--- config.mk ---
export PLATFORM = sky130hd
export DESIGN_NAME = lc3_selftest_seq_flat
export DESIGN_NICKNAME = d
export VERILOG_FILES = /design/src/rtl/lc3_selftest_seq_pkg.sv /design/src/rtl/lc3_selftest_seq_if.sv /design/src/rtl/lc3_selftest_seq_timer.sv /design/src/rtl/lc3_selftest_seq.sv /design/src/flat_wrapper.sv
export SDC_FILE = /design/constraint.sdc
export NUM_CORES = 1
export LEC_CHECK = 0
export ABC_AREA = 1
export BUFFER_PORTS_ARGS = -buffer_cell sky130_fd_sc_hd__buf_2
export CORE_UTILIZATION = 23
export CTS_CLUSTER_DIAMETER = 100
export DETAILED_ROUTE_END_ITERATION = 7
export GPL_ROUTABILITY_DRIVEN = 0
export REMOVE_ABC_BUFFERS = 1
export SYNTH_ARGS = -nofsm -noshare
export SYNTH_HDL_FRONTEND = slang
export SYNTH_SLANG_ARGS = --single-unit
--- constraint.sdc ---
create_clock -name Clk -period 5.1 [get_ports Clk]
set_input_delay 1.02 -clock Clk [delete_from_list [all_inputs] [get_ports Clk]]
set_output_delay 1.02 -clock Clk [all_outputs]
set_load 0.01 [all_outputs]
--- src/rtl/lc3_selftest_seq_pkg.sv ---
// Shared types and defaults for the LC3 self-test sequencer.
// Combinational helpers only; no latency, no backpressure.
package lc3_test_pkg;

    typedef enum logic [2:0] {
        ST_IDLE,
        ST_RST_DUT,
        ST_GAP,
        ST_RUN_PULSE,
        ST_WAIT,
        ST_NEXT,
        ST_DONE
    } state_t;

    localparam int         PULSE_CYC_DEF   = 10;
    localparam int         TIMEOUT_CYC_DEF = 4096;
    localparam logic [7:0] ERRCNT_MAX      = 8'd255;

    // Vector index width, never narrower than one bit.
    function automatic int vec_idx_w(input int n);
        return (n > 1) ? $clog2(n) : 1;
    endfunction

endpackage

--- src/rtl/lc3_selftest_seq_if.sv ---
// Bus between the self-test sequencer, its vector lookup and the processor under test.
// Wires only; no latency, no backpressure.
interface lc3_selftest_seq_if #(
    parameter int NUM_VEC = 4
);
    import lc3_test_pkg::*;

    localparam int VW = vec_idx_w(NUM_VEC);

    logic          Start;
    logic [VW-1:0] Vec_idx;
    logic [15:0]   Vec_S;
    logic [15:0]   Vec_Exp;
    logic [15:0]   Obs;
    logic [15:0]   S_out;
    logic          DUT_Reset_n;
    logic          Run_n;
    logic          Continue_n;
    logic          Busy;
    logic          Done;
    logic          Pass;
    logic [7:0]    ErrorCnt;
    logic [7:0]    Fail_idx;

    modport master (
        input  Start, Vec_S, Vec_Exp, Obs,
        output Vec_idx, S_out, DUT_Reset_n, Run_n, Continue_n,
               Busy, Done, Pass, ErrorCnt, Fail_idx
    );

    modport slave (
        output Start, Vec_S, Vec_Exp, Obs,
        input  Vec_idx, S_out, DUT_Reset_n, Run_n, Continue_n,
               Busy, Done, Pass, ErrorCnt, Fail_idx
    );

endinterface

--- src/rtl/lc3_selftest_seq_timer.sv ---
// Loadable down-counter; expired is high while the count sits at zero.
// Load takes effect next edge; a load of N-1 gives N cycles before leaving a phase.
module selftest_timer #(
    parameter int W = 8
) (
    input  logic         clk,
    input  logic         rst,
    input  logic         load,
    input  logic [W-1:0] load_val,
    output logic         expired
);

    logic [W-1:0] cnt;

    always_ff @(posedge clk) begin
        if (rst) begin
            cnt <= '0;
        end else if (load) begin
            cnt <= load_val;
        end else if (cnt != '0) begin
            cnt <= cnt - 1'b1;
        end
    end

    assign expired = (cnt == '0);

endmodule

--- src/rtl/lc3_selftest_seq.sv ---
// Self-test sequencer: per vector resets the LC3, drives switches, pulses Run, waits for Obs==Vec_Exp or timeout.
// All outputs registered; Start honoured only in IDLE/DONE. LC3_SELFTEST_STOP_ON_FAIL_EN ends the run at the first failure.
module lc3_selftest_seq
    import lc3_test_pkg::*;
#(
    parameter int NUM_VEC     = 4,
    parameter int PULSE_CYC   = PULSE_CYC_DEF,
    parameter int TIMEOUT_CYC = TIMEOUT_CYC_DEF
) (
    input  logic               Clk,
    input  logic               Reset,
    lc3_selftest_seq_if.master bus
);

    localparam int VW   = vec_idx_w(NUM_VEC);
    localparam int TW_P = $clog2(PULSE_CYC + 1);
    localparam int TW_T = $clog2(TIMEOUT_CYC + 1);
    localparam int TW   = (TW_P > TW_T) ? TW_P : TW_T;

    localparam logic [VW-1:0] LAST_IDX = VW'(NUM_VEC - 1);
    localparam logic [TW-1:0] PULSE_LD = TW'(PULSE_CYC - 1);
    localparam logic [TW-1:0] TMO_LD   = TW'(TIMEOUT_CYC - 1);

    state_t        state, state_nxt;
    logic [VW-1:0] vec_idx, vec_idx_nxt;
    logic [15:0]   s_out, s_out_nxt;
    logic          dut_reset_n, dut_reset_n_nxt;
    logic          run_n, run_n_nxt;
    logic          busy, busy_nxt;
    logic          done, done_nxt;
    logic          pass, pass_nxt;
    logic [7:0]    err_cnt, err_cnt_nxt;
    logic [7:0]    fail_idx, fail_idx_nxt;
    logic          first_fail, first_fail_nxt;

    logic          match;
    logic          tmr_load;
    logic [TW-1:0] tmr_val;
    logic          tmr_expired;
    logic          stop_hit;

    assign match = (bus.Obs == bus.Vec_Exp);

`ifdef LC3_SELFTEST_STOP_ON_FAIL_EN
    assign stop_hit = first_fail;
`else
    assign stop_hit = 1'b0;
`endif

    // Every phase entry reloads the shared timer.
    assign tmr_load = (state_nxt != state);
    assign tmr_val  = (state_nxt == ST_WAIT) ? TMO_LD : PULSE_LD;

    selftest_timer #(.W(TW)) u_timer (
        .clk      (Clk),
        .rst      (Reset),
        .load     (tmr_load),
        .load_val (tmr_val),
        .expired  (tmr_expired)
    );

    always_ff @(posedge Clk) begin
        if (Reset) begin
            state       <= ST_IDLE;
            vec_idx     <= '0;
            s_out       <= '0;
            dut_reset_n <= 1'b1;
            run_n       <= 1'b1;
            busy        <= 1'b0;
            done        <= 1'b0;
            pass        <= 1'b0;
            err_cnt     <= '0;
            fail_idx    <= '0;
            first_fail  <= 1'b0;
        end else begin
            state       <= state_nxt;
            vec_idx     <= vec_idx_nxt;
            s_out       <= s_out_nxt;
            dut_reset_n <= dut_reset_n_nxt;
            run_n       <= run_n_nxt;
            busy        <= busy_nxt;
            done        <= done_nxt;
            pass        <= pass_nxt;
            err_cnt     <= err_cnt_nxt;
            fail_idx    <= fail_idx_nxt;
            first_fail  <= first_fail_nxt;
        end
    end

    always_comb begin
        state_nxt = state;
        case (state)
            ST_IDLE, ST_DONE: if (bus.Start)             state_nxt = ST_RST_DUT;
            ST_RST_DUT:       if (tmr_expired)           state_nxt = ST_GAP;
            ST_GAP:           if (tmr_expired)           state_nxt = ST_RUN_PULSE;
            ST_RUN_PULSE:     if (tmr_expired)           state_nxt = ST_WAIT;
            ST_WAIT:          if (match || tmr_expired)  state_nxt = ST_NEXT;
            ST_NEXT:          state_nxt = (vec_idx == LAST_IDX || stop_hit) ? ST_DONE : ST_RST_DUT;
            default:          state_nxt = ST_IDLE;
        endcase
    end

    always_comb begin
        vec_idx_nxt    = vec_idx;
        s_out_nxt      = s_out;
        err_cnt_nxt    = err_cnt;
        fail_idx_nxt   = fail_idx;
        first_fail_nxt = first_fail;

        if ((state == ST_IDLE || state == ST_DONE) && bus.Start) begin
            vec_idx_nxt    = '0;
            err_cnt_nxt    = '0;
            fail_idx_nxt   = '0;
            first_fail_nxt = 1'b0;
        end
        // Vec_idx is already current here, so the lookup answers for this vector.
        if (state == ST_RST_DUT) begin
            s_out_nxt = bus.Vec_S;
        end
        if (state == ST_WAIT && !match && tmr_expired) begin
            if (err_cnt != ERRCNT_MAX) begin
                err_cnt_nxt = err_cnt + 8'd1;
            end
            if (!first_fail) begin
                first_fail_nxt = 1'b1;
                fail_idx_nxt   = 8'(vec_idx);
            end
        end
        if (state == ST_NEXT && state_nxt == ST_RST_DUT) begin
            vec_idx_nxt = vec_idx + 1'b1;
        end

        dut_reset_n_nxt = (state_nxt != ST_RST_DUT);
        run_n_nxt       = (state_nxt != ST_RUN_PULSE);
        busy_nxt        = !(state_nxt == ST_IDLE || state_nxt == ST_DONE);
        done_nxt        = (state_nxt == ST_DONE);
        pass_nxt        = done_nxt && (err_cnt_nxt == '0);
    end

    assign bus.Vec_idx     = vec_idx;
    assign bus.S_out       = s_out;
    assign bus.DUT_Reset_n = dut_reset_n;
    assign bus.Run_n       = run_n;
    assign bus.Continue_n  = 1'b1;
    assign bus.Busy        = busy;
    assign bus.Done        = done;
    assign bus.Pass        = pass;
    assign bus.ErrorCnt    = err_cnt;
    assign bus.Fail_idx    = fail_idx;

endmodule
--- src/flat_wrapper.sv ---
// flat-port wrapper written by rule: the top's interface ports become plain ports
module lc3_selftest_seq_flat import lc3_test_pkg::*;
#(
    parameter int NUM_VEC     = 4,
    parameter int PULSE_CYC   = PULSE_CYC_DEF,
    parameter int TIMEOUT_CYC = TIMEOUT_CYC_DEF
)
  (Clk, Reset, bus_Start, bus_Vec_S, bus_Vec_Exp, bus_Obs, bus_Vec_idx, bus_S_out, bus_DUT_Reset_n, bus_Run_n, bus_Continue_n, bus_Busy, bus_Done, bus_Pass, bus_ErrorCnt, bus_Fail_idx);
  lc3_selftest_seq_if #(.NUM_VEC(NUM_VEC)) bus_i ();
  input  logic Clk;
  input  logic Reset;
  input wire logic [$bits(bus_i.Start)-1:0] bus_Start;
  input wire logic [$bits(bus_i.Vec_S)-1:0] bus_Vec_S;
  input wire logic [$bits(bus_i.Vec_Exp)-1:0] bus_Vec_Exp;
  input wire logic [$bits(bus_i.Obs)-1:0] bus_Obs;
  output wire logic [$bits(bus_i.Vec_idx)-1:0] bus_Vec_idx;
  output wire logic [$bits(bus_i.S_out)-1:0] bus_S_out;
  output wire logic [$bits(bus_i.DUT_Reset_n)-1:0] bus_DUT_Reset_n;
  output wire logic [$bits(bus_i.Run_n)-1:0] bus_Run_n;
  output wire logic [$bits(bus_i.Continue_n)-1:0] bus_Continue_n;
  output wire logic [$bits(bus_i.Busy)-1:0] bus_Busy;
  output wire logic [$bits(bus_i.Done)-1:0] bus_Done;
  output wire logic [$bits(bus_i.Pass)-1:0] bus_Pass;
  output wire logic [$bits(bus_i.ErrorCnt)-1:0] bus_ErrorCnt;
  output wire logic [$bits(bus_i.Fail_idx)-1:0] bus_Fail_idx;
  assign bus_i.Start = bus_Start;
  assign bus_i.Vec_S = bus_Vec_S;
  assign bus_i.Vec_Exp = bus_Vec_Exp;
  assign bus_i.Obs = bus_Obs;
  assign bus_Vec_idx = bus_i.Vec_idx;
  assign bus_S_out = bus_i.S_out;
  assign bus_DUT_Reset_n = bus_i.DUT_Reset_n;
  assign bus_Run_n = bus_i.Run_n;
  assign bus_Continue_n = bus_i.Continue_n;
  assign bus_Busy = bus_i.Busy;
  assign bus_Done = bus_i.Done;
  assign bus_Pass = bus_i.Pass;
  assign bus_ErrorCnt = bus_i.ErrorCnt;
  assign bus_Fail_idx = bus_i.Fail_idx;
  lc3_selftest_seq #(.NUM_VEC(NUM_VEC), .PULSE_CYC(PULSE_CYC), .TIMEOUT_CYC(TIMEOUT_CYC)) u_core (.Clk(Clk), .Reset(Reset), .bus(bus_i));
endmodule
== Word-level counts from Yosys, hierarchy flattened ==
Cells that the tools add are included.
Word-level totals
  bits in registers: 56
Operators by class
  add/subtract/negate cells: 3
  eq/ne operators: 15
  muxes and demuxes: 21
  reductions and logical operators: 18
Operator list (number)
  8-bit 2-to-1 mux: 6
  13-bit 2-to-1 mux: 2
  3-bit 2-to-1 mux: 6
  3-bit case mux with 6 select lines: 1
  16-bit equality test: 1
  3-bit equality test, second input constant: 5
  13-bit zero test: 1
  13-bit nonzero test: 1
  13-bit by 1-bit subtractor with 13-bit output, second input constant: 1
  12-bit 2-to-1 mux: 1
  8-bit by 1-bit adder with 8-bit output, second input constant: 1
  8-bit zero test: 1
  8-bit inequality test, second input constant: 1
  3-bit by 1-bit equality test with 1-bit output, second input constant: 2
  3-bit by 2-bit equality test with 1-bit output, second input constant: 2
  3-bit zero test: 2
  1-bit logical AND: 5
  2-bit 2-to-1 mux: 2
  2-bit nonzero test: 2
  1-bit logical OR: 3
  1-bit 2-to-1 mux: 3
  3-bit by 1-bit inequality test with 1-bit output, second input constant: 1
  3-bit by 2-bit inequality test with 1-bit output, second input constant: 1
  3-bit inequality test: 1
  4 further kinds: 5

== Longest topological paths before layout ==
Gate-level depths: netlist of run 1.
  depth in word-level cells: 8
  depth in mapped cells: 15
  mapped depth without buffers: 15

== Cells and area by module ==
From an unflattened synthesis of run 1, not the netlist that was laid out.
Unflattened totals
  cells, all modules: 518
  area total of the unflattened synthesis: 3289.4 um^2
Modules (own cells, without submodules)
  lc3_selftest_seq: times used 1, cells an instance 379, area an instance 2347.3 um^2
  selftest_timer: times used 1, cells an instance 139, area an instance 942.2 um^2

== Worst setup path before layout of run 1 ==
OpenSTA, ideal clock, no wires.
  path kind: input-to-reg
  start point: input port bus_Obs[13]
  end point: register u_core.pass, in the netlist u_core.bus.Pass
  data arrival time: 2.102 ns
  path slack: 2.888 ns
  cell stages on the path: 12
  path through: nand2_1 -> inv_1 -> nor2_1 -> nor2_1 -> nand2_1 -> nor2_1 -> nand2_1 -> nand3_1 -> o21ai_0 -> nor2_1 -> nand2_1 -> nor2_1
Between the ends
  longest elaborated chain between the ends: 7
  elaborated cells between the ends (all ways): 11
  classes of those cells: eq/ne (2); mux (3); reduce/logical (6)
RTL lines
  start, declared: RTL line flat_wrapper.sv:15  | input wire logic [$bits(bus_i.Obs)-1:0] bus_Obs;
  16-bit equality test (*): RTL line lc3_selftest_seq.sv:42  | assign match = (bus.Obs == bus.Vec_Exp);
  parallel branches: the longest is 5 deep, another holds 3-bit case mux with 6 select lines
  1-bit logical AND (*): RTL line lc3_selftest_seq.sv:137  | pass_nxt = done_nxt && (err_cnt_nxt == '0);
  end signal, assigned: RTL line lc3_selftest_seq.sv:83  | pass <= pass_nxt;
  end, declared: RTL line lc3_selftest_seq.sv:31  | logic pass, pass_nxt;
Every way passes the cells marked *.
A chain may end at the register's enable or synchronous reset.

== Final worst setup path of run 1 ==
  start point: register u_core.state[0]
  end point: register u_core.u_timer.cnt[10]
Between the ends
  longest elaborated chain between the ends: 6
  elaborated cells between the ends (all ways): 19
  classes of those cells: eq/ne (8); mux (8); reduce/logical (3)
RTL lines
  start, declared: RTL line lc3_selftest_seq.sv:24  | state_t state, state_nxt;
  start signal, assigned: RTL line lc3_selftest_seq.sv:76  | state <= state_nxt;
  3-bit equality test or 3-bit zero test (tied branches): RTL line lc3_selftest_seq.sv:92  | case (state)
  2-bit OR reduction: RTL line lc3_selftest_seq.sv:92
  3-bit case mux with 6 select lines: RTL line lc3_selftest_seq.sv:92
  3-bit equality test: RTL line lc3_selftest_seq.sv:52  | assign tmr_val = (state_nxt == ST_WAIT) ? TMO_LD : PULSE_LD;
  12-bit 2-to-1 mux: RTL line lc3_selftest_seq.sv:52
  13-bit 2-to-1 mux: RTL line lc3_selftest_seq_timer.sv:18  | end else if (load) begin
  end signal, assigned: RTL line lc3_selftest_seq_timer.sv:19  | cnt <= load_val;
  end signal, assigned: RTL line lc3_selftest_seq_timer.sv:21  | cnt <= cnt - 1'b1;
  end, declared: RTL line lc3_selftest_seq_timer.sv:13  | logic [W-1:0] cnt;
Several ways; a longest one is shown, not always the timed one.

==> out/summary.txt, run 1 <==
status - completed
post-route insts no fill - 763
CTS buffer count - 5
Clk Latency, worst-skew pair - 0.30 ns
drt drc - 0
RR Endpoint - u_core.u_timer.cnt[10]$_SDFFE_PP0P_
Final Hold Fails - 0
Setup crit start kind - flop
input/output buffers - 89
setup bufs post-CTS - 0
M1 wire length - 3670 um
max-slew violation count - 0
HPWL after DPL - 5740 um
R2R depth - 14
wire length of the first global-routing pass - 13,320 um
Placeable Area - 13,240 um^2
H-tree Lvls - 2
Hold-fix buffers, CTS - 0
CTS tree - yes
PD cells - 460.2 nW/um^2
root buffer cell - clkbuf_16
CP Capture Type - flop
gr ovfl total - 0
worst endpoint required time - 5.33 ns
Max-cap violations - 0
commonest non-fill, non-tap cells in the layout - nand2_1, nor2_1, buf_2
RSZ-0062 raised after global routing - no
io pins - 91
Placed Cells incl. Taps - 755
Final min period - 2.584 ns
crit path capture - u_core.u_timer.cnt[10]$_SDFFE_PP0P_
Routed Antenna Nets - 0
Arr. time, crit path - 2.81 ns
WL met3 - 371 um
hold slack - 0.4513 ns
largest net degree at the start of global routing - 26
r2r setup slk - 2.52 ns
All-Layer GR Usage - 11.57%
nets@finish - 640
Worst IR Drop VDD - 0.2192 mV
worst-margin pin slew - 0.7151 ns
Tcrit/Tclk final - 50.67%
Starting Density - 23.50%
synth warn - 0
Worst path max stage delay - 0.53 ns
Via Count - 3,081
initial antenna violation count - 0
Routed WL per cell - 10.06 um
WL met2 - 3537 um
final setup fails - 0
Hold Crit Start - u_core.bus.Fail_idx[6]$_SDFF_PP0_
clock buffer depth - 2
DR top layer - met4
Final Util - 29.42%
CTS resizes - 0
Worst path slowest cell - nor3_4
setup TNS - 0 ns
crit path from - u_core.state[0]$_SDFF_PP0_
Worst slew margin - 52.27%
Total Wirelength - 7674 um
clock skew - 0.005196 ns
die width - 118.3 um
R2R Path Start - u_core.state[0]$_SDFF_PP0_
Critical Path Fanout Max - 18
Mapped Avg Cell Area - 6.223 um^2
mapped cell area - 3112 um^2
CP Cell Sequence - inv_2 -> nor3_4 -> inv_2 -> nand2_1 -> nand2_1 -> nand2_1 -> nor2_2 -> nand2_2 -> nand2_2 -> nand2_2 -> inv_2 -> nand2_4 -> nand2_2 -> nor2_1
die footprint - 14,000 um^2
CTS clk-pin slew, worst paths - 0.07 ns
Cells after Synth - 500
most common cell after layout, fill and taps aside - nand2_1
flops & latches, synth - 56
layout cells sized above 1 - 20.44%
worst setup path category - reg2reg
Yosys cell types - 27
Max Clock Freq - 387.0 MHz
Leakage - 2.166 nW
chip height - 118.3 um
register area share after synthesis - 36.03%
Via density - 4.038
drt pass-1 iters - 4
CTS Sinks - 56
row cnt - 42
Power, Total - 1.793 mW
fillers - 1,460
initial DRC count - 148
vias in the first global route - 2,963
worst hold path class - reg2reg
Diodes inserted - 0
CP dominant cell by count - nand2_2
Area growth, synth to finish - 25.21%
## per-layer routing
layer  vias up  GRT usage, %
met1      1303         14.17
met4         0         3.365
met2        64         20.26
met3         7         2.413
met5         -             0
li1       1707             -
## synthesized netlist by cell type (all sizes together)
cell type  instances  area [um^2]
nand3             42        220.2
nor3               4        31.28
conb               1        3.750
buf                3        22.52
nand4             11        68.82
inv               84        315.3
ha                 3        37.54
xnor2              4        35.03
clkbuf             7        30.03
o21ai             30        150.1
o31ai              1        7.510
a21oi             14        85.09
xor2               8        70.07
nand2            127        504.2
dfxtp             56         1121
nor2             105        409.1
## state kept, by name, indices dropped and copies added, names as in the netlist
register                count
u_core.bus.Busy             1
u_core.bus.DUT_Reset_n      1
u_core.bus.Done             1
u_core.bus.ErrorCnt         8
u_core.bus.Fail_idx         8
u_core.bus.Pass             1
u_core.bus.Run_n            1
u_core.bus.S_out           16
u_core.bus.Vec_idx          2
u_core.first_fail           1
u_core.state                3
u_core.u_timer.cnt         13
## worst min path at each step
stage,to,cells after the start
after CTS,u_core.bus.Fail_idx[6]$_SDFF_PP0_,2
after global placement,u_core.bus.Fail_idx[4]$_SDFF_PP0_,2
after floorplan,u_core.first_fail$_SDFF_PP0_,2
final,u_core.bus.Fail_idx[6]$_SDFF_PP0_,2
after global routing,u_core.bus.Fail_idx[3]$_SDFF_PP0_,2
after detailed placement,u_core.bus.Fail_idx[6]$_SDFF_PP0_,2
## worst max-delay path: cells and delay by family, from the launching register on
family,cells,cell delay (ns)
flops,1,0.46
simple gates,11,1.57
buf+inv,3,0.47
## kinds of logic (layout without fill, tap and decap cells)
| family | count (synthesis) | in the layout | share of synthesized area, % |
|---|---|---|---|
| XOR/XNOR | 12 | 12 | 3.378 |
| AND/OR/NAND/NOR | 289 | 289 | 39.65 |
| other | 1 | 1 | 0.1205 |
| buffers and inverters | 94 | 181 | 11.82 |
| flip-flops | 56 | 56 | 36.03 |
| adder cells (fa/ha/maj) | 3 | 3 | 1.206 |
| AO/OA/AOI/OAI | 45 | 45 | 7.801 |
## final cells by class
cell class | count | area [um^2] | area share [%]
Tap cell | 176 | 220.2 | 5.652
Clock inverter | 3 | 46.29 | 1.188
Clock buffer | 5 | 125.1 | 3.211
Timing Repair Buffer | 89 | 445.4 | 11.43
Sequential cell | 56 | 1121 | 28.77
Multi-Input combinational cell | 350 | 1623 | 41.65
Inverter | 84 | 315.3 | 8.092
## power breakdown
part | switching [mW] | internal (mW)
Clock | 0.169 | 0.234
Sequential | 0.0591 | 0.532
Combinational | 0.517 | 0.282
Total | 0.745 | 1.05
## stage by stage
stage,area (um^2),setup slack [ns]
after global routing,3896,2.163
after CTS,3896,2.472
after global placement,3725,2.348
after floorplan,3059,2.885
final,3896,2.516
after detailed placement,3725,2.376
Power figures use the tool's default switching activity.
==> run 2: changes to the inputs <==
--- a/config.mk
+++ b/config.mk
@@ -5,7 +5,7 @@
 export SDC_FILE = /design/constraint.sdc
 export NUM_CORES = 1
 export LEC_CHECK = 0
-export ABC_AREA = 1
+export ABC_AREA = 0
 export BUFFER_PORTS_ARGS = -buffer_cell sky130_fd_sc_hd__buf_2
 export CORE_UTILIZATION = 23
 export CTS_CLUSTER_DIAMETER = 100
==> constraint.sdc (replaced) <==
create_clock -name Clk -period 2.1 [get_ports Clk]
set_input_delay 0.42 -clock Clk [delete_from_list [all_inputs] [get_ports Clk]]
set_output_delay 0.42 -clock Clk [all_outputs]
set_load 0.01 [all_outputs]
==> out/summary.txt, run 2 <==
status - finished with violations (was completed)
failing checks - setup timing
input/output buffers - 89 (unchanged)
CP Capture Type - flop (unchanged)
clock power share - 20.7% (was 22.5%)
Routed WL per cell - 11.55 um (was 10.06 um)
Diodes inserted - 0 (unchanged)
largest net degree at the start of global routing - 24 (was 26)
PD cells - 1159 nW/um^2 (was 460.2 nW/um^2)
Worst slew margin - 31.00% (was 52.27%)
Cells after Synth - 321 (was 500)
synth warn - 0 (unchanged)
HPWL after DPL - 5186 um (was 5740 um)
Worst path slowest cell - dfxtp_2 (was nor3_4)
drt drc - 0 (unchanged)
Arr. time, crit path - 2.35 ns (was 2.81 ns)
Critical Path Fanout Max - 4 (was 18)
flops & latches, synth - 56 (unchanged)
Final min period - 2.180 ns (was 2.584 ns)
worst setup path category - reg2reg (unchanged)
Combinational Power Share - 48.2% (was 44.6%)
worst endpoint required time - 2.27 ns (was 5.33 ns)
Mapped Avg Cell Area - 8.365 um^2 (was 6.223 um^2)
CTS tree - yes (unchanged)
Sw Share - 35.22% (was 41.57%)
Clk Latency, worst-skew pair - 0.29 ns (was 0.30 ns)
Register Area - 1122 um^2 (was 1121 um^2)
Placed Cells incl. Taps - 585 (was 755)
dominant cell type by area after synthesis - dfxtp_1 (unchanged)
setup ws final - -0.07975 ns (was 2.516 ns)
final setup fails - 13 (was 0)
Max Clock Freq - 458.8 MHz (was 387.0 MHz)
CTS clk-pin slew, worst paths - 0.07 ns (about the same)
Placeable Area - 11,420 um^2 (was 13,240 um^2)
CTS buffer count - 5 (unchanged)
Area contributors post-synth - dfxtp_1, nand2_1, xor2_1 (was dfxtp_1, nand2_1, nor2_1)
die width - 110.0 um (was 118.3 um)
Starting Density - 23.52% (was 23.50%)
Post-synth ARST share - 0% (unchanged)
nets@finish - 508 (was 640)
cell-internal power - 2.935 mW (was 1.048 mW)
root buffer cell - clkbuf_16 (unchanged)
drt pass-1 iters - 6 (was 4)
Post-Place Setup Slack - -0.2198 ns (was 2.376 ns)
chip height - 110.0 um (was 118.3 um)
Setup crit start kind - flop (unchanged)
CP Cell Sequence - inv_2 -> ha_4 -> nor4b_4 -> nand4b_1 -> or2_1 -> a211oi_2 -> a31oi_1 -> o211a_1 -> a221oi_1 (was inv_2 -> nor3_4 -> inv_2 -> nand2_1 -> nand2_1 -> nand2_1 -> nor2_2 -> nand2_2 -> nand2_2 -> nand2_2 -> inv_2 -> nand2_4 -> nand2_2 -> nor2_1)
NetSw - 1.595 mW (was 0.7453 mW)
max FFs per register - 16 (unchanged)
most frequent cells after synthesis - dfxtp_1, nand2_1, a21oi_1 (was nand2_1, nor2_1, inv_1)
io pins - 91 (unchanged)
All-Layer GR Usage - 11.57% (about the same)
initial DRC count - 128 (was 148)
layout cells sized above 1 - 38.90% (was 20.44%)
Leakage - 1.720 nW (was 2.166 nW)
commonest non-fill, non-tap cells in the layout - buf_2, nand2_1, dfxtp_1 (was nand2_1, nor2_1, buf_2)
mapped cell area - 2685 um^2 (was 3112 um^2)
CTS Sinks - 56 (unchanged)
vias in the first global route - 2,434 (was 2,963)
clock buffer depth - 2 (unchanged)
Hold-fix buffers, CTS - 0 (unchanged)
post-route insts no fill - 598 (was 763)
worst-margin pin slew - 1.031 ns (was 0.7151 ns)
Routed Antenna Nets - 0 (unchanged)
worst hold path class - in2reg (was reg2reg)
Reg power frac - 31.1% (was 33.0%)
area of the multi-input gates - 1583 um^2 (was 1623 um^2)
clock skew - 0.007622 ns (was 0.005196 ns)
wire length of the first global-routing pass - 10,960 um (was 13,320 um)
fillers - 1,195 (was 1,460)
Final Util - 34.24% (was 29.42%)
max-slew violation count - 0 (unchanged)
Tcrit/Tclk final - 103.8% (was 50.67%)
most common cell after layout, fill and taps aside - buf_2 (was nand2_1)
gr ovfl total - 0 (unchanged)
initial antenna violation count - 0 (unchanged)
register area share after synthesis - 41.75% (was 36.03%)
RSZ-0062 raised after global routing - yes (was no)
Main synth FF type - dfxtp_1 (unchanged)
Total Wirelength - 6908 um (was 7674 um)
H-tree Lvls - 2 (unchanged)
hold slack - 0.3590 ns (was 0.4513 ns)
Yosys cell types - 53 (was 27)
post-synth top area share - 41.75% (was 36.03%)
die footprint - 12,110 um^2 (was 14,000 um^2)
Via Count - 2,663 (was 3,081)
Worst IR Drop VDD - 0.4261 mV (was 0.2192 mV)
EDFF count, synth - 0 (unchanged)
Via density - 4.453 (was 4.038)
Final Hold Fails - 0 (unchanged)
Worst path max stage delay - 0.33 ns (was 0.53 ns)
Area growth, synth to finish - 45.62% (was 25.21%)
Max-cap violations - 0 (unchanged)
row cnt - 39 (was 42)
==> run 2: cell types whose count changed after synthesis, moves of 8 or more <==
cell     previous run  this run
nand3_1            40         8
a21oi_1            12        34
inv_1              79         3
o21ai_0            28        10
xor2_1              8        20
nand4_1            11         1
nor2_1            101        29
nand2_2             8         0
nand2_1           118        56
==> run 2: through the flow <==
stage / setup TNS (ns) / instance area, um^2 / total power, mW
finish: -0.4677 / 3910 / 4.530
global route: -2.220 / 3910 / 4.878
CTS: -0.1627 / 3802 / 4.459
detailed placement: -3.573 / 3592 / 3.395
global placement: -2.728 / 3592 / 3.357
floorplan: -1.139 / 2615 / 2.539
==> run 2: routing by layer <==
layer / vias to the layer above / track usage, % / part of all wire (%)
met1: 1216 / 13.88 / 45
li1: 1376 / - / -
met3: 7 / 2.646 / 4.2
met5: - / 0 / 0
met4: 0 / 2.762 / 0.61
met2: 64 / 20.76 / 50
==> run 2: path summary, 6_finish.rpt <==
| kind | startpoint | to | slack (ns) | depth (start not counted) |
|---|---|---|---|---|
| min reg2reg | u_core.bus.S_out[10]$_SDFFE_PP0P_ | u_core.bus.S_out[10]$_SDFFE_PP0P_ | 0.45 | 2 |
| max | u_core.u_timer.cnt[1]$_SDFFE_PP0P_ | u_core.bus.Busy$_SDFF_PP0_ | -0.08 | 9 |
| max reg2reg | u_core.u_timer.cnt[1]$_SDFFE_PP0P_ | u_core.bus.Busy$_SDFF_PP0_ | -0.08 | 9 |
| min | bus_Vec_S[13] | u_core.bus.S_out[13]$_SDFFE_PP0P_ | 0.36 | 3 |
==> run 2: layout make-up <==
class / instances / share of cell area, %
clock buffer: 6 / 3.296
clock inverter: 2 / 0.8960
inverter: 4 / 0.3840
multi-input combinational: 246 / 40.48
sequential: 56 / 28.70
tap: 143 / 4.576
timing repair buffer: 141 / 21.66
==> run 2: cell families (layout without fill, tap and decap cells) <==
group,count (synthesis),after routing,share of synthesized area (%)
AND/OR/NAND/NOR,139,139,25.81
AO/OA/AOI/OAI,71,71,17.20
flip-flops,56,56,41.75
XOR/XNOR,30,30,9.786
buffers and inverters,19,153,3.169
adder cells (fa/ha/maj),3,3,1.398
multiplexers,2,2,0.7456
other,1,1,0.1397
==> run 2: power groups by stage <==
| stage | Clock, mW | Combinational [mW] | Sequential, mW |
|---|---|---|---|
| detailed placement | 0 | 1.97 | 1.42 |
| global placement | 0 | 1.94 | 1.42 |
| finish | 0.937 | 2.18 | 1.41 |
| global route | 1.02 | 2.42 | 1.44 |
| CTS | 0.981 | 2.06 | 1.41 |
| floorplan | 0 | 1.03 | 1.50 |
==> run 2: worst max-delay path: cells and delay by family, from the launching register on <==
kind	cells	cell delay, ns
buffers and inverters	1	0.07
adders and majority gates	1	0.13
AOI/OAI and AO/OA	4	0.84
DFF	1	0.33
and+or+nand+nor	3	0.68
==> run 2: repair_timing <==
item	4_1_cts	5_1_grt
cloned	0	1
pin swaps	8	9
buffers inserted	1	3
endpoints found under the setup margin	24	29
gates resized for setup	12	19
==> run 3: changes to the inputs <==
--- a/config.mk
+++ b/config.mk
@@ -11,7 +11,7 @@
 export CTS_CLUSTER_DIAMETER = 100
 export DETAILED_ROUTE_END_ITERATION = 7
 export GPL_ROUTABILITY_DRIVEN = 0
-export REMOVE_ABC_BUFFERS = 1
+export HOLD_SLACK_MARGIN = 0.08
 export SYNTH_ARGS = -nofsm -noshare
 export SYNTH_HDL_FRONTEND = slang
 export SYNTH_SLANG_ARGS = --single-unit
==> constraint.sdc (replaced) <==
create_clock -name Clk -period 2.8 [get_ports Clk]
set_input_delay 0.56 -clock Clk [delete_from_list [all_inputs] [get_ports Clk]]
set_output_delay 0.56 -clock Clk [all_outputs]
set_load 0.01 [all_outputs]
==> out/summary.txt, run 3 (synthesized netlist as in run 2, its figures left out) <==
status - completed (was finished with violations)
layout cells sized above 1 - 27.70% (was 38.90%)
Arr. time, crit path - 2.80 ns (was 2.35 ns)
hold slack - 0.4542 ns (was 0.3590 ns)
CTS tree - yes (unchanged)
setup bufs post-CTS - 0 (was 1)
Register Area - 1121 um^2 (was 1122 um^2)
Placeable Area - 11,420 um^2 (unchanged)
Worst path max stage delay - 0.37 ns (was 0.33 ns)
RR Endpoint - u_core.bus.DUT_Reset_n$_SDFF_PP1_ (was u_core.bus.Busy$_SDFF_PP0_)
drt pass-1 iters - 4 (was 6)
H-tree Lvls - 2 (unchanged)
Setup crit start kind - flop (unchanged)
clock buffer depth - 2 (unchanged)
vias in the first global route - 2,250 (was 2,434)
Routed WL per cell - 12.02 um (was 11.55 um)
CTS resizes - 0 (was 12)
Crit path max-delay family - simple AND/OR/NAND/NOR gates (was compound AO/OA/AOI/OAI gates)
Total Wirelength - 6622 um (was 6908 um)
Routed Antenna Nets - 0 (unchanged)
Worst Hold Path EP - u_core.bus.S_out[9]$_SDFFE_PP0P_ (was u_core.bus.S_out[13]$_SDFFE_PP0P_)
worst hold path class - reg2reg (was in2reg)
row cnt - 39 (unchanged)
die footprint - 12,110 um^2 (unchanged)
wire length of the first global-routing pass - 10,560 um (was 10,960 um)
Worst IR Drop VDD - 0.2766 mV (was 0.4261 mV)
area of the multi-input gates - 1479 um^2 (was 1583 um^2)
most common cell after layout, fill and taps aside - buf_2 (unchanged)
R2R Path Start - u_core.u_timer.cnt[0]$_SDFFE_PP0P_ (was u_core.u_timer.cnt[1]$_SDFFE_PP0P_)
Net Count, Synth - 375
Power, Total - 2.867 mW (was 4.530 mW)
HPWL after DPL - 4957 um (was 5186 um)
Diodes inserted - 0 (unchanged)
drt drc - 0 (unchanged)
die width - 110.0 um (unchanged)
initial DRC count - 144 (was 128)
Leakage - 1.458 nW (was 1.720 nW)
fillers - 1,231 (was 1,195)
Worst Hold Depth - 2 (was 3)
CP Cell Sequence - inv_1 -> ha_1 -> nor4b_2 -> nand4b_1 -> or2_1 -> a211oi_1 -> a31oi_1 -> o211a_1 -> or3_1 (was inv_2 -> ha_4 -> nor4b_4 -> nand4b_1 -> or2_1 -> a211oi_2 -> a31oi_1 -> o211a_1 -> a221oi_1)
Hold-fix buffers, CTS - 0 (unchanged)
final setup fails - 0 (was 13)
CTS buffer count - 5 (unchanged)
PD cells - 837.9 nW/um^2 (was 1159 nW/um^2)
Worst slew margin - 29.86% (was 31.00%)
initial antenna violation count - 0 (unchanged)
max FFs per register - 16 (unchanged)
max-slew violation count - 0 (unchanged)
Critical Path Fanout Max - 4 (unchanged)
Tcrit/Tclk final - 93.60% (was 103.8%)
CTS Sinks - 56 (unchanged)
commonest non-fill, non-tap cells in the layout - buf_2, nand2_1, dfxtp_1 (unchanged)
RSZ-0062 raised after global routing - no (was yes)
chip height - 110.0 um (unchanged)
Starting Density - 23.52% (unchanged)
Via Count - 2,512 (was 2,663)
Max-cap violations - 0 (unchanged)
CTS clk-pin slew, worst paths - 0.07 ns (about the same)
Via density - 4.559 (was 4.453)
io pins - 91 (unchanged)
Final Hold Fails - 0 (unchanged)
Worst path slowest cell - nor4b_2 (was dfxtp_2)
sum of buffers and inverters on the critical path - 1 (unchanged)
Hold Crit Start - u_core.bus.S_out[9]$_SDFFE_PP0P_ (was bus_Vec_S[13])
clock skew - 0.007162 ns (was 0.007622 ns)
setup TNS - 0 ns (was -0.4677 ns)
input/output buffers - 89 (unchanged)
All-Layer GR Usage - 11.03% (was 11.57%)
largest net degree at the start of global routing - 45 (was 24)
Area growth, synth to finish - 27.45% (was 45.62%)
Final min period - 2.621 ns (was 2.180 ns)
worst-margin pin slew - 1.048 ns (was 1.031 ns)
r2r setup slk - 0.18 ns (was -0.08 ns)
CP Capture Type - flop (unchanged)
R2R depth - 9 (unchanged)
worst endpoint required time - 2.98 ns (was 2.27 ns)
root buffer cell - clkbuf_16 (unchanged)
Max Clock Freq - 381.6 MHz (was 458.8 MHz)
nets@finish - 461 (was 508)
worst setup path category - reg2reg (unchanged)
gr ovfl total - 0 (unchanged)
Clk Latency, worst-skew pair - 0.29 ns (about the same)
-- run 3: area by class of cell --
| type | instances | area share (%) |
|---|---|---|
| multi-input cells | 246 | 43.22 |
| flip-flops and latches | 56 | 32.76 |
| repair buffers | 94 | 14.11 |
| well taps | 143 | 5.229 |
| clock buffers | 6 | 3.766 |
| clock inverters | 2 | 0.4753 |
| inverters | 4 | 0.4388 |
-- run 3: per-layer routing --
| layer | routed length [um] | vias up | GRT usage [%] | share of wire, % |
|---|---|---|---|---|
| met4 | 61 | 0 | 2.857 | 0.92 |
| met3 | 245 | 8 | 2.352 | 3.7 |
| met2 | 3235 | 49 | 18.57 | 49 |
| met1 | 3079 | 1175 | 14.23 | 46 |
| li1 | - | 1280 | - | - |
| met5 | 0 | - | 0 | 0 |
-- run 3: where the power goes --
part	switching, mW	internal (mW)	total (mW)
clock	0.295	0.334	0.630
sequential	0.149	0.951	1.10
combinational	0.643	0.494	1.14
-- run 3: how the worst max path moves through the flow --
stage / start / end / slack (ns) / cells after the start
floorplan: u_core.bus.ErrorCnt[0]$_SDFF_PP0_ / u_core.bus.Pass$_SDFF_PP0_ / 0.51 / 9
global placement: bus_Vec_Exp[12] / u_core.bus.DUT_Reset_n$_SDFF_PP1_ / 0.21 / 8
detailed placement: bus_Vec_Exp[7] / u_core.bus.DUT_Reset_n$_SDFF_PP1_ / 0.13 / 8
CTS: u_core.u_timer.cnt[0]$_SDFFE_PP0P_ / u_core.bus.DUT_Reset_n$_SDFF_PP1_ / 0.22 / 9
global route: u_core.u_timer.cnt[0]$_SDFFE_PP0P_ / u_core.bus.DUT_Reset_n$_SDFF_PP1_ / 0.04 / 9
finish: u_core.u_timer.cnt[0]$_SDFFE_PP0P_ / u_core.bus.DUT_Reset_n$_SDFF_PP1_ / 0.18 / 9
-- run 3: metrics by stage --
stage,setup slack (ns),cells,utilization (%),area [um^2]
6_report,0.1792,551,29.97,3422
5_1_grt,0.04472,551,29.97,3422
4_1_cts,0.2213,551,29.97,3422
3_5_place_dp,0.1253,543,28.70,3277
3_3_place_gp,0.2086,543,28.70,3277
2_1_floorplan,0.5133,321,-,2685
-- run 3: tightest hold or removal path, delay by kind of cell (launching register included) --
family / cells / cell delay [ns]
and+or+nand+nor: 1 / 0.05
AOI/OAI and AO/OA: 1 / 0.05
DFF: 1 / 0.31
